### src/rtl/mig_axi_arbiter.sv
// Two-requester arbiter that funnels single-word CPU accesses onto the
// 128-bit AXI4 slave port of the DDR2 MIG, one transaction at a time.
module mig_axi_arbiter #(
    parameter int ADDR_W = 32,
    parameter int ID_W   = 1
) (
    input  logic              clk_axi,
    input  logic              rstn_axi,

    input  logic              req0,
    input  logic [ADDR_W-1:0] addr0,
    output logic              grant0,
    output logic              done0,
    output logic [31:0]       rdata0,

    input  logic              req1,
    input  logic [3:0]        we1,
    input  logic [ADDR_W-1:0] addr1,
    input  logic [31:0]       wdata1,
    output logic              grant1,
    output logic              done1,
    output logic [31:0]       rdata1,

    output logic              err,

    output logic [ADDR_W-1:0] m_axi_araddr,
    output logic              m_axi_arvalid,
    input  logic              m_axi_arready,
    output logic [7:0]        m_axi_arlen,
    output logic [2:0]        m_axi_arsize,
    output logic [1:0]        m_axi_arburst,
    output logic              m_axi_arlock,
    output logic [3:0]        m_axi_arcache,
    output logic [2:0]        m_axi_arprot,
    output logic [3:0]        m_axi_arqos,
    output logic [3:0]        m_axi_arregion,
    output logic [ID_W-1:0]   m_axi_arid,

    input  logic [127:0]      m_axi_rdata,
    input  logic [1:0]        m_axi_rresp,
    input  logic              m_axi_rvalid,
    output logic              m_axi_rready,

    output logic [ADDR_W-1:0] m_axi_awaddr,
    output logic              m_axi_awvalid,
    input  logic              m_axi_awready,
    output logic [7:0]        m_axi_awlen,
    output logic [2:0]        m_axi_awsize,
    output logic [1:0]        m_axi_awburst,
    output logic              m_axi_awlock,
    output logic [3:0]        m_axi_awcache,
    output logic [2:0]        m_axi_awprot,
    output logic [3:0]        m_axi_awqos,
    output logic [3:0]        m_axi_awregion,
    output logic [ID_W-1:0]   m_axi_awid,

    output logic [127:0]      m_axi_wdata,
    output logic [15:0]       m_axi_wstrb,
    output logic              m_axi_wvalid,
    output logic              m_axi_wlast,
    input  logic              m_axi_wready,

    input  logic [1:0]        m_axi_bresp,
    input  logic              m_axi_bvalid,
    output logic              m_axi_bready
);

    typedef enum logic [2:0] {IDLE, RD_A, RD_D, WR_AW, WR_B} state_t;

    state_t     state, state_next;
    logic       last_port;
    logic       owner;
    logic [1:0] lane;
    logic       aw_done, w_done;
    logic       win0, win1;
    logic       aw_fin, w_fin;
    logic       r_hs, b_hs;
    logic       arvalid_d, rready_d, awvalid_d, wvalid_d, bready_d;
    logic [31:0] rd_word;
    logic       unused_addr_bits;

    assign m_axi_arlen    = 8'd0;
    assign m_axi_arsize   = 3'b100;
    assign m_axi_arburst  = 2'b01;
    assign m_axi_arlock   = 1'b0;
    assign m_axi_arcache  = 4'b0011;
    assign m_axi_arprot   = 3'd0;
    assign m_axi_arqos    = 4'd0;
    assign m_axi_arregion = 4'd0;
    assign m_axi_arid     = '0;
    assign m_axi_awlen    = 8'd0;
    assign m_axi_awsize   = 3'b100;
    assign m_axi_awburst  = 2'b01;
    assign m_axi_awlock   = 1'b0;
    assign m_axi_awcache  = 4'b0011;
    assign m_axi_awprot   = 3'd0;
    assign m_axi_awqos    = 4'd0;
    assign m_axi_awregion = 4'd0;
    assign m_axi_awid     = '0;
    assign m_axi_wlast    = 1'b1;

    assign unused_addr_bits = ^{addr0[1:0], addr1[1:0]};

    // When both ask, the port that did not win last time goes next.
    assign win1 = req1 & (~req0 | ~last_port);
    assign win0 = req0 & ~win1;

    assign aw_fin  = aw_done | (m_axi_awvalid & m_axi_awready);
    assign w_fin   = w_done  | (m_axi_wvalid  & m_axi_wready);
    assign r_hs    = m_axi_rvalid & m_axi_rready;
    assign b_hs    = m_axi_bvalid & m_axi_bready;
    assign rd_word = m_axi_rdata[{lane, 5'b00000} +: 32];

    always_ff @(posedge clk_axi or negedge rstn_axi) begin
        if (!rstn_axi) state <= IDLE;
        else           state <= state_next;
    end

    always_comb begin
        state_next = state;
        case (state)
            IDLE:    if (win0 || (win1 && we1 == 4'b0000)) state_next = RD_A;
                     else if (win1)                        state_next = WR_AW;
            RD_A:    if (m_axi_arvalid && m_axi_arready)   state_next = RD_D;
            RD_D:    if (r_hs)                             state_next = IDLE;
            WR_AW:   if (aw_fin && w_fin)                  state_next = WR_B;
            WR_B:    if (b_hs)                             state_next = IDLE;
            default:                                       state_next = IDLE;
        endcase
    end

    // Valids are computed one cycle ahead so the AXI outputs come straight from flops.
    always_comb begin
        grant0    = 1'b0;
        grant1    = 1'b0;
        arvalid_d = 1'b0;
        rready_d  = 1'b0;
        awvalid_d = 1'b0;
        wvalid_d  = 1'b0;
        bready_d  = 1'b0;
        if (rstn_axi && state == IDLE) begin
            grant0 = win0;
            grant1 = win1;
        end
        arvalid_d = (state_next == RD_A);
        rready_d  = (state_next == RD_D);
        awvalid_d = (state_next == WR_AW) && !aw_fin;
        wvalid_d  = (state_next == WR_AW) && !w_fin;
        bready_d  = (state_next == WR_B);
    end

    always_ff @(posedge clk_axi or negedge rstn_axi) begin
        if (!rstn_axi) begin
            last_port     <= 1'b1;
            owner         <= 1'b0;
            lane          <= 2'd0;
            aw_done       <= 1'b0;
            w_done        <= 1'b0;
            done0         <= 1'b0;
            done1         <= 1'b0;
            err           <= 1'b0;
            rdata0        <= '0;
            rdata1        <= '0;
            m_axi_araddr  <= '0;
            m_axi_arvalid <= 1'b0;
            m_axi_rready  <= 1'b0;
            m_axi_awaddr  <= '0;
            m_axi_awvalid <= 1'b0;
            m_axi_wdata   <= '0;
            m_axi_wstrb   <= '0;
            m_axi_wvalid  <= 1'b0;
            m_axi_bready  <= 1'b0;
        end else begin
            m_axi_arvalid <= arvalid_d;
            m_axi_rready  <= rready_d;
            m_axi_awvalid <= awvalid_d;
            m_axi_wvalid  <= wvalid_d;
            m_axi_bready  <= bready_d;
            aw_done       <= (state == WR_AW) && (state_next == WR_AW) && aw_fin;
            w_done        <= (state == WR_AW) && (state_next == WR_AW) && w_fin;
            done0         <= r_hs & ~owner;
            done1         <= (r_hs & owner) | b_hs;
            err           <= (r_hs & (m_axi_rresp != 2'b00)) | (b_hs & (m_axi_bresp != 2'b00));

            if (grant0) begin
                owner        <= 1'b0;
                last_port    <= 1'b0;
                lane         <= addr0[3:2];
                m_axi_araddr <= {addr0[ADDR_W-1:4], 4'b0000};
            end
            // Write data goes out in every lane; only the strobes pick the bytes.
            if (grant1) begin
                owner     <= 1'b1;
                last_port <= 1'b1;
                lane      <= addr1[3:2];
                if (we1 == 4'b0000) begin
                    m_axi_araddr <= {addr1[ADDR_W-1:4], 4'b0000};
                end else begin
                    m_axi_awaddr <= {addr1[ADDR_W-1:4], 4'b0000};
                    m_axi_wdata  <= {4{wdata1}};
                    m_axi_wstrb  <= {12'b0, we1} << {addr1[3:2], 2'b00};
                end
            end

            if (r_hs) begin
                if (owner) rdata1 <= rd_word;
                else       rdata0 <= rd_word;
            end
        end
    end

endmodule

### config.mk
export PLATFORM = sky130hd
export DESIGN_NAME = mig_axi_arbiter
export DESIGN_NICKNAME = d
export VERILOG_FILES = /design/src/rtl/mig_axi_arbiter.sv
export SDC_FILE = /design/constraint.sdc
export NUM_CORES = 1
export LEC_CHECK = 0
export ABC_CLOCK_PERIOD_IN_PS = 1800
export CAP_MARGIN = 20
export CORE_AREA = 3 3 227 229
export CTS_CLUSTER_SIZE = 28
export DETAILED_ROUTE_END_ITERATION = 8
export DIE_AREA = 0 0 230 232
export GPL_TIMING_DRIVEN = 0
export PLACE_DENSITY = 0.48
export SYNTH_ARGS = -nofsm -noshare
export SYNTH_HDL_FRONTEND = slang
export SYNTH_SLANG_ARGS = --single-unit
### constraint.sdc
create_clock -name clk_axi -period 1.8 [get_ports clk_axi]
set_input_delay 0.54 -clock clk_axi [delete_from_list [all_inputs] [get_ports clk_axi]]
set_output_delay 0.54 -clock clk_axi [all_outputs]
set_load 0.005 [all_outputs]
==> results of run 1 <==
## cells by family (layout without fill, tap and decap cells)
kind of cell	after synthesis	in the layout	share of synthesized area (%)
buf+inv	199	851	15.0
flops	189	189	50.6
mux	156	156	23.5
simple gates	146	146	6.92
compound gates	51	51	3.91
other cells	2	67	0.0804
## power groups by stage
stage | clock network (mW) | registers [mW] | logic (mW)
after global placement | 0 | 7.79 | 13.4
after detailed placement | 0 | 7.84 | 13.4
final | 3.74 | 7.62 | 15.0
after CTS | 3.97 | 7.65 | 14.7
after floorplan | 0 | 7.67 | 5.20
after global routing | 4.09 | 7.91 | 16.1
## layer usage
layer	wire length (microns)	vias up	part of all wire, %	track usage, %
met2	21100	306	52	26.5
met3	3370	29	8.4	5.77
li1	-	3783	-	-
met5	11	-	0.027	0
met1	15200	4020	38	16.3
met4	518	2	1.3	3.84
## metrics by stage
step | power (mW) | hold WS (ns) | area [sq um] | instances
finish | 26.3 | -0.0206 | 17600 | 2132
floorplan | 12.9 | 0.244 | 9590 | 806
detailed placement | 21.3 | 0.462 | 15600 | 1993
global route | 28.1 | -0.0380 | 17600 | 2130
global placement | 21.2 | 0.459 | 15600 | 1992
CTS | 26.3 | -0.0578 | 17400 | 2130
## timing repair
item	in CTS	in global routing
pin swaps	7	2
cloned	9	0
buffers inserted	106	15
hold endpoints to repair	24	51
endpoints found under the setup margin	449	233
gates resized for setup	817	102
## sequential cells by signal, indices dropped and copies added, names as in the netlist, 2 cells and up
register and count:
rdata0 32, m_axi_wstrb 16, rdata1 32, m_axi_araddr 32, state 3, lane 2, m_axi_wdata 32, m_axi_awaddr 28
## worst max path at each step
stage,end,slack [ns],cells past startpoint
after CTS,grant0,-0.61,7
after floorplan,m_axi_awaddr[10],0.02,5
after global placement,grant0,-10.08,5
after global routing,grant0,-0.65,7
after detailed placement,grant1,-1.51,6
final,grant0,-0.52,7
## synthesized netlist by cell type (all sizes together)
master   count  area [sq um]
nand2b       1          6.26
nor2b        3          18.8
inv          2          7.50
nor2        39           146
nand3b       1          7.51
o21a         1          7.51
o22ai        1          6.26
conb         2          7.51
a21o         2          15.0
a221o        2          20.0
a21oi        3          15.0
and3         6          37.5
nand2       77           289
o2111ai      1          15.0
or2          1          6.26
nand4        1          6.26
a32o         2          20.0
nor3         1          16.3
nand3       10          50.1
dfstp        1          26.3
a21boi       1          7.51
a31oi       28           175
dfrtp      188          4700
o21ai        1          5.00
mux4        32           721
and3b        2          17.5
nor4         1          21.3
clkbuf      19          71.3
nand4b       1          8.76
nor3b        2          15.0
mux2       124          1470
buf        178          1320
o311ai       1          8.76
a22o         8          70.1
## layout make-up
cell class              count  area share [%]
multi-input cells         418            20.0
clock buffers              18            2.43
clock inverters            14           0.702
diodes                      2          0.0284
repair buffers            637            35.7
well taps                 672            4.76
flip-flops and latches    189            26.9
inverters                   2          0.0567
plain buffers             180            9.42
## critical path, cell delays in order, from the launching register on
cell and delay, ns:
dfrtp_2 0.43, nor3_4 0.22, buf_6 0.14, buf_6 0.09
o2111ai_4 0.11, inv_4 0.10, buf_8 0.10, buf_6 0.09
==> impl_results.md, run 1 <==
* Die height at 232 microns
* Most frequent cells in the layout: 229 x clkdlybuf4s50_1, 202 x buf_6, 171 x dfrtp_1, 163 x dlygate4sd2_1, 135 x buf_4
* Least-Margin Pin Slew at 0.655 ns
* Row count at 82
* Vias in the first global route at 8455
* Min cycle time layout at 2.32 ns
* Mean post-synth cell area at 12.6 sq um
* Reg-to-reg startpoint: state[0]
* Hold WS at -0.0206 ns
* Sequential fraction of the synthesis area at 50.6%
* Initial antenna violation count at 3
* Final setup margin at -0.518 ns
* Cells after Synth at ~740
* First DRT Iteration DRCs at 253
* Total Routing Usage GR at 14.8%
* Clock Path Buffers at 2
* Fraction of layout cells with a size suffix above 1 at 43.6%
* Pint at 17.9 mW
* Clock-pin slew on the worst setup and hold paths at around 0.080 ns
* Fin util at between 30% and 40%
* HPWL Detailed at approximately 30000 microns
* FF-to-FF setup slack at -0.27 ns
* Worst slew margin relative to its limit at a little under three fifths
* DR vias at 8140
* Gpl congestion at 0.838
* Static Leak at about 8.5 nW
* Post-synthesis cell area at 9340 sq um
* Fmax at 431 MHz
* Register area at 4750 sq um
* Total CTS buffers at 17
* Port bufs at between 500 and 600
* Setup Total Neg Slack at -17.51 ns
* CP required at about 1.3 ns
* Worst setup SP type: flop
* Clk_skew at 0.0164 ns
* Clk_lat worst skew at 0.48 ns
* PD cells at between 1000 and 1500 nW/um^2
* Pre-CTS WS at -1.51 ns
* Fin nets at 1686
* Failing checks: hold timing, setup timing
* Core box area at 49900 sq um
* H-tree levels at 4
* First-pass DRT Iterations at 4
* Chip Width at 230 microns
* Multi-input combinational cell area at between 3000 and 4000 sq um
* Area added between synthesis and finish at 88.9%
* RSZ-0062 raised after global routing: true
* CTS tree: yes
* CP endpoint kind: primary output
* Root Driver: clkbuf_16
* Switching Fraction at between 30% and 40%
* Crit path max fanout at 2
* First-pass GRT wire length at roughly 58000 microns
* Filler instances at slightly above 5000
* Post-cts hold buffer count at 1
* Seq pwr share at 28.9%
* I/O pin count at approximately 580
* Largest net degree at the start of global routing at 70
* WP data arrival at 1.78 ns
* Reg2reg path depth at 10
* CP Class: reg -> out
* Most common cell after layout, fill and taps aside: clkdlybuf4s50_1
* Slew Limit Fails at 0
* Final hold vios at 20
* Die area at 53400 sq um
* Maximum VDD drop at ~0.72 mV
* Final setup fails at 115
* Starting Density at between 10% and 20%
* GR Overflow Total at 0
* DR vias/cell at approximately 3.8
* #FFs+latches synth at roughly 190
* Post-route ant nets at 0
* Sink Count at 189
* Total wire length at between 40000 and 50000 microns
* Tcrit/Tclk final at 129%
* Synth cell types at 39
* Routed length per instance at 18.8 microns
* NetSw at 8.46 mW
* Post-route DRC at 0
* RR Endpoint: m_axi_awaddr[25]
* Clock share of power at approximately 14%
* Yosys warning count at 0
* Worst Setup SP: state[0]
* Comb pwr share at a little under three fifths
* Max_cap viols at 0
* Status: complete, but fails checks
* Class of the worst hold path: in -> async
Note: power is estimated with default switching activity, not from simulation.
==> run 2, diff against run 1 <==
--- a/config.mk
+++ b/config.mk
@@ -11,8 +11,9 @@
 export CTS_CLUSTER_SIZE = 28
 export DETAILED_ROUTE_END_ITERATION = 8
 export DIE_AREA = 0 0 230 232
+export DONT_BUFFER_PORTS = 1
 export GPL_TIMING_DRIVEN = 0
-export PLACE_DENSITY = 0.48
+export PLACE_DENSITY = 0.32
 export SYNTH_ARGS = -nofsm -noshare
 export SYNTH_HDL_FRONTEND = slang
 export SYNTH_SLANG_ARGS = --single-unit
==> run 2 against run 1 <==
The run still ends with hold timing, setup timing left. Worst hold slack worse by 0.21 ns. Sequential power up 13%. Clock skew down 0.0039 ns. First-iteration DRC count down 17%. Final area down 33%. Critical path type unchanged. Largest cell class is now flip-flops and latches. Highest routed layer unchanged.
==> impl_results.md, run 2 (synthesis results as in run 1) <==
* Status: complete, but fails checks
* Failing checks: hold timing, setup timing
* Min cycle time layout at 2.25 ns (-0.0702 ns)
* Reg-to-reg startpoint: state[0]
* Clk_lat worst skew at 0.48 ns (about the same)
* Total CTS buffers at 17 (unchanged)
* Least-Margin Pin Slew at 0.670 ns (+0.0157 ns)
* RR Endpoint: lane[1]
* Clk_skew at 0.0125 ns (-0.00393 ns)
* Crit path max fanout at 5 (+3)
* Fmax at 445 MHz (+3.1%)
* Initial antenna violation count at 2 (-1)
* Worst-path cell chain: nor3_4, buf_6, o2111ai_4, inv_4, buf_8
* Filler instances at 5375 (+6.8%)
* Routed length per instance at 21.4 microns (+13%)
* Final hold vios at 188 (+840%)
* Row count at 82 (unchanged)
* Multi-input combinational cell area at 3600 sq um (+2.0%)
* PD cells at 1620 nW/um^2 (+8.8%)
* DR vias/cell at 3.82 (+0.14%)
* RSZ-0062 raised after global routing: true
* H-tree levels at 4 (unchanged)
* Class of the worst hold path: in -> async
* DR vias at 5869 (-28%)
* Maximum VDD drop at 0.705 mV (-1.4%)
* Register area at 4740 sq um (-0.34%)
* Fin nets at 1091 (-35%)
* CP delay by family, top: flip-flops
* FF-to-FF setup slack at -0.19 ns (+0.08 ns)
* Vias in the first global route at 5865 (-31%)
* CP endpoint kind: primary output
* Worst slew margin relative to its limit at 55.3% (-1.0 points)
* Worst Setup SP: state[0]
* Reg2reg path depth at 10 (unchanged)
* Final std cells w/o fill at 1535 (-28%)
* Root Driver: clkbuf_16
* Die area at 53400 sq um (unchanged)
* First-pass DRT Iterations at 4 (unchanged)
* Critical-path top delay cell: dfrtp_2
* Hold WS at -0.232 ns (-0.212 ns)
* I/O pin count at 584 (unchanged)
* HPWL Detailed at 24200 microns (-19%)
* Slew Limit Fails at 0 (unchanged)
* Total Routing Usage GR at 11.7% (-3.1 points)
* Chip Width at 230 microns (unchanged)
* Pre-CTS WS at -0.578 ns (+0.935 ns)
* CTS tree: yes
* Max_cap viols at 0 (unchanged)
* Static Leak at 5.47 nW (-35%)
* Final setup fails at 90 (-22%)
* Core box area at 49900 sq um (unchanged)
* Clock-pin slew on the worst setup and hold paths at 0.07 ns (about the same)
* Post-route DRC at 0 (unchanged)
* Placed Cells at 1478 (-26%)
* WP depth at 5 (-2)
* First-pass GRT wire length at 44800 microns (-22%)
* Worst Setup EP: grant0
* Port bufs at 0 (-100%)
* Buf/Inv on CP at 3 (-2)
* Final setup margin at -0.448 ns (+0.0702 ns)
* Total wire length at 32800 microns (-18%)
* Worst setup SP type: flop
* Crit-path max cell delay at 0.43 ns (about the same)
* Most common cell after layout, fill and taps aside: dfrtp_1
* Most frequent cells in the layout: 184 x dfrtp_1, 170 x buf_4, 100 x mux2_2, 65 x conb_1, 55 x nand2_1
* First DRT Iteration DRCs at 211 (-17%)
* Sink Count at 189 (unchanged)
* Clock Path Buffers at 2 (unchanged)
* Fraction of layout cells with a size suffix above 1 at 51.4% (+7.9 points)
* Area added between synthesis and finish at 26.4%
* Post-route ant nets at 0 (unchanged)
* Tcrit/Tclk final at 125% (-3.9 points)
* Die height at 232 microns (unchanged)
* Gpl congestion at 0.700 (-17%)
* CP Class: reg -> out
* Starting Density at 18.7% (unchanged)
* Largest net degree at the start of global routing at 194 (+180%)
* CP required at 1.26 ns (about the same)
* GR Overflow Total at 0 (unchanged)
* Antenna Cells at 0 (-2)
* WP data arrival at 1.71 ns (-0.07 ns)
run 2: repair_timing:
action | CTS | global route
pin swaps | 9 | 30
hold endpoints to repair | 189 | 189
resized for setup | 60 | 69
buffers inserted | 13 | 4
gates cloned | 4 | 8
setup endpoints to repair | 173 | 99
run 2: layout make-up:
type,instances,area share [%]
sequential,189,40.1
multi-input combinational,418,30.4
clock buffer,19,3.75
inverter,2,0.0847
clock inverter,13,1.28
tap,672,7.12
timing repair buffer,27,3.87
buffer,195,13.4
run 2: worst min-delay path by stage:
stage	to	slack [ns]	startpoint
4_1_cts	m_axi_araddr[23]	-0.31	rstn_axi
6_report	m_axi_awaddr[26]	-0.23	rstn_axi
3_5_place_dp	m_axi_awaddr[26]	0.26	rstn_axi
3_3_place_gp	m_axi_awaddr[26]	0.26	rstn_axi
2_1_floorplan	aw_done	0.24	rstn_axi
5_1_grt	m_axi_awaddr[26]	-0.28	rstn_axi
run 2: where the power goes:
part           total (mW)  internal, mW  switching (mW)
Clock                4.03          2.12            1.91
Combinational        6.55          4.18            2.37
Sequential           8.61          6.27            2.34
run 2: routing by layer:
metal  GRT usage [%]  share of wire, %  up-vias
li1                -                 -     2576
met2            19.7                52      270
met3            5.69                10       28
met5               0             0.085        -
met4            3.94               1.3        4
met1            12.8                36     2991
run 2: worst reg2reg max path: stages, from the launching register on:
cell,delay [ns]
dfrtp_2,0.43
nor3_4,0.31
buf_6,0.15
o2111ai_4,0.12
inv_4,0.10
buf_4,0.10
buf_4,0.09
buf_6,0.10
buf_12,0.15
nor3b_4,0.05
a221o_1,0.26
run 2: per-stage QoR:
step / power [mW] / TNS (ns) / utilization, % / instance area [sq um]
after CTS: 19.4 / -4.74 / 22.9 / 11400
after global routing: 20.5 / -15.00 / 23.7 / 11800
after global placement: 14.9 / -73.46 / 20.9 / 10400
after floorplan: 12.9 / 0 / - / 9590
after detailed placement: 14.8 / -73.55 / 20.9 / 10400
final: 19.2 / -8.97 / 23.7 / 11800
==> run 3, diff against run 2 <==
--- a/config.mk
+++ b/config.mk
@@ -13,6 +13,7 @@
 export DIE_AREA = 0 0 230 232
 export DONT_BUFFER_PORTS = 1
 export GPL_TIMING_DRIVEN = 0
+export MAX_ROUTING_LAYER = met4
 export PLACE_DENSITY = 0.32
 export SYNTH_ARGS = -nofsm -noshare
 export SYNTH_HDL_FRONTEND = slang
==> run 3 against run 2 <==
The flow still finishes with violations (hold timing, setup timing). Maximum frequency about the same. Combinational power is essentially flat. Routed wire length down 0.17%. Critical path depth stayed put. Sequential power barely moved. Power hardly changed. Final area grew 0.11%. Register-to-register slack hardly changed. Count of clock-buffer cells in the layout stayed put. Via count shrank 0.49%. Die area unchanged. Critical path type unchanged.
==> impl_results.md, run 3 (synthesis results as in run 1) <==
* Fin util at 23.7% (+0.025 points)
* Crit path max fanout at 5 (unchanged)
* Clock Path Buffers at 2 (unchanged)
* Least-Margin Pin Slew at 0.649 ns (-0.0211 ns)
* Placed Area at 10400 sq um (unchanged)
* Clk_lat worst skew at 0.48 ns (about the same)
* Clk_skew at 0.0128 ns (+0.000359 ns)
* Max_cap viols at 0 (unchanged)
* Initial antenna violation count at 2 (unchanged)
* Row count at 82 (unchanged)
* CP Class: reg -> out
* Most frequent cells in the layout: 184 x dfrtp_1, 171 x buf_4, 100 x mux2_2, 65 x conb_1, 55 x nand2_1
* Post-route DRC at 0 (unchanged)
* Class of the worst hold path: in -> async
* Gpl congestion at 0.707 (+1.1%)
* CP endpoint kind: primary output
* Reg2reg path depth at 10 (unchanged)
* Most common cell after layout, fill and taps aside: dfrtp_1
* Post-route ant nets at 0 (unchanged)
* Placed Cells at 1478 (unchanged)
* Final setup margin at -0.446 ns (+0.00168 ns)
* Filler instances at 5375 (unchanged)
* DR vias/cell at 3.80 (-0.69%)
* Final hold vios at 188 (unchanged)
* Worst slew margin relative to its limit at 56.7% (+1.4 points)
* CP required at 1.26 ns (about the same)
* Reg-to-reg startpoint: state[0]
* GR Overflow Total at 0 (unchanged)
* Final instance area at 11800 sq um (+0.11%)
* Total wire length at 32700 microns (-0.17%)
* I/O pin count at 584 (unchanged)
* Total CTS buffers at 17 (unchanged)
* Global Route met3 Usage at 5.51% (-0.18 points)
* Clock-pin slew on the worst setup and hold paths at 0.07 ns (about the same)
* Status: complete, but fails checks
* Pre-CTS WS at -0.578 ns (unchanged)
* PD cells at 1620 nW/um^2 (-0.16%)
* Die area at 53400 sq um (unchanged)
* Die height at 232 microns (unchanged)
* Hold WS at -0.231 ns (+0.00105 ns)
* Busiest grt layer: met2
* First DRT Iteration DRCs at 187 (-11%)
* Fin nets at 1092 (+0.092%)
* Routed length per instance at 21.3 microns (-0.37%)
* Final std cells w/o fill at 1538 (+0.20%)
* DR vias at 5840 (-0.49%)
* Largest net degree at the start of global routing at 194 (unchanged)
* First-pass GRT wire length at 44700 microns (-0.26%)
* Core box area at 49900 sq um (unchanged)
* HPWL Detailed at 24200 microns (unchanged)
* First-pass DRT Iterations at 4 (unchanged)
* Tcrit/Tclk final at 125% (about the same)
* WP data arrival at 1.71 ns (about the same)
* Starting Density at 18.7% (unchanged)
* Fmax at 445 MHz (about the same)
* CTS tree: yes
* Maximum VDD drop at 0.699 mV (-0.85%)
* Failing checks: hold timing, setup timing
* Fraction of layout cells with a size suffix above 1 at 51.5% (+0.056 points)
* Worst setup SP type: flop
* Chip Width at 230 microns (unchanged)
* Final setup fails at 91 (+1.1%)
* RR Endpoint: lane[1]
* Min cycle time layout at 2.25 ns (-0.00168 ns)
* Static Leak at 5.47 nW (about the same)
* FF-to-FF setup slack at -0.19 ns (about the same)
* RSZ-0062 raised after global routing: true
* Port bufs at 0 (unchanged)
* Met1 usage at 12.9% (+0.12 points)
* Root Driver: clkbuf_16
* Vias in the first global route at 5879 (+0.24%)
* Sink Count at 189 (unchanged)
* Total Power at 19.2 mW (about the same)
* Total Routing Usage GR at 12.0% (+0.33 points)
* H-tree levels at 4 (unchanged)
* Area added between synthesis and finish at 26.6%
* Slew Limit Fails at 0 (unchanged)
* Met2 Track Usage GR at 19.6% (-0.094 points)
run 3: changes by cell type in the layout (fill, tap and decap cells not counted), sizes merged:
cell and delta:
buf +1, diode +2
run 3: report_power, final:
group / total (mW) / switching [mW] / internal (mW)
logic: 6.55 / 2.37 / 4.18
clock network: 4.02 / 1.90 / 2.12
registers: 8.61 / 2.34 / 6.27
total: 19.2 / 6.61 / 12.6
run 3: layer usage:
layer,up-vias,routed length [microns]
li1,2585,-
met1,2964,12100
met2,265,17000
met3,26,3250
met4,0,415
met5,-,0
run 3: timing repair:
action | in CTS | in global routing
cloned | 4 | 8
setup buffers | 13 | 5
endpoints found under the setup margin | 173 | 101
endpoints found under the hold margin | 189 | 189
gates resized for setup | 60 | 69
pin swaps | 9 | 30
run 3: layout make-up:
class	count	area (sq um)	share of cell area [%]
repair buffers	28	464	3.93
inverters	2	10.0	0.0846
well taps	672	841	7.11
clock buffers	19	443	3.75
multi-input cells	418	3600	30.4
plain buffers	195	1580	13.4
clock inverters	13	151	1.28
flip-flops and latches	189	4740	40.0
diodes	2	5.00	0.0423
run 3: critical path: stages, from the launching register on:
cell and delay [ns]:
dfrtp_2 0.43, nor3_4 0.31, buf_6 0.15, o2111ai_4 0.12
inv_4 0.10, buf_8 0.11
run 3: how the worst max path moves through the flow:
stage / from / endpoint / slack, ns
5_1_grt: state[0] / grant0 / -0.54
4_1_cts: state[2] / grant0 / -0.57
3_5_place_dp: we1[0] / m_axi_awaddr[23] / -0.58
6_report: state[0] / grant0 / -0.45
3_3_place_gp: we1[0] / m_axi_awaddr[26] / -0.58
2_1_floorplan: we1[0] / m_axi_awaddr[10] / 0.02
run 3: through the flow:
step | hold WS, ns | TNS [ns]
floorplan | 0.244 | 0
global placement | 0.259 | -73.46
detailed placement | 0.259 | -73.55
CTS | -0.312 | -4.74
global route | -0.283 | -14.99
finish | -0.231 | -8.78
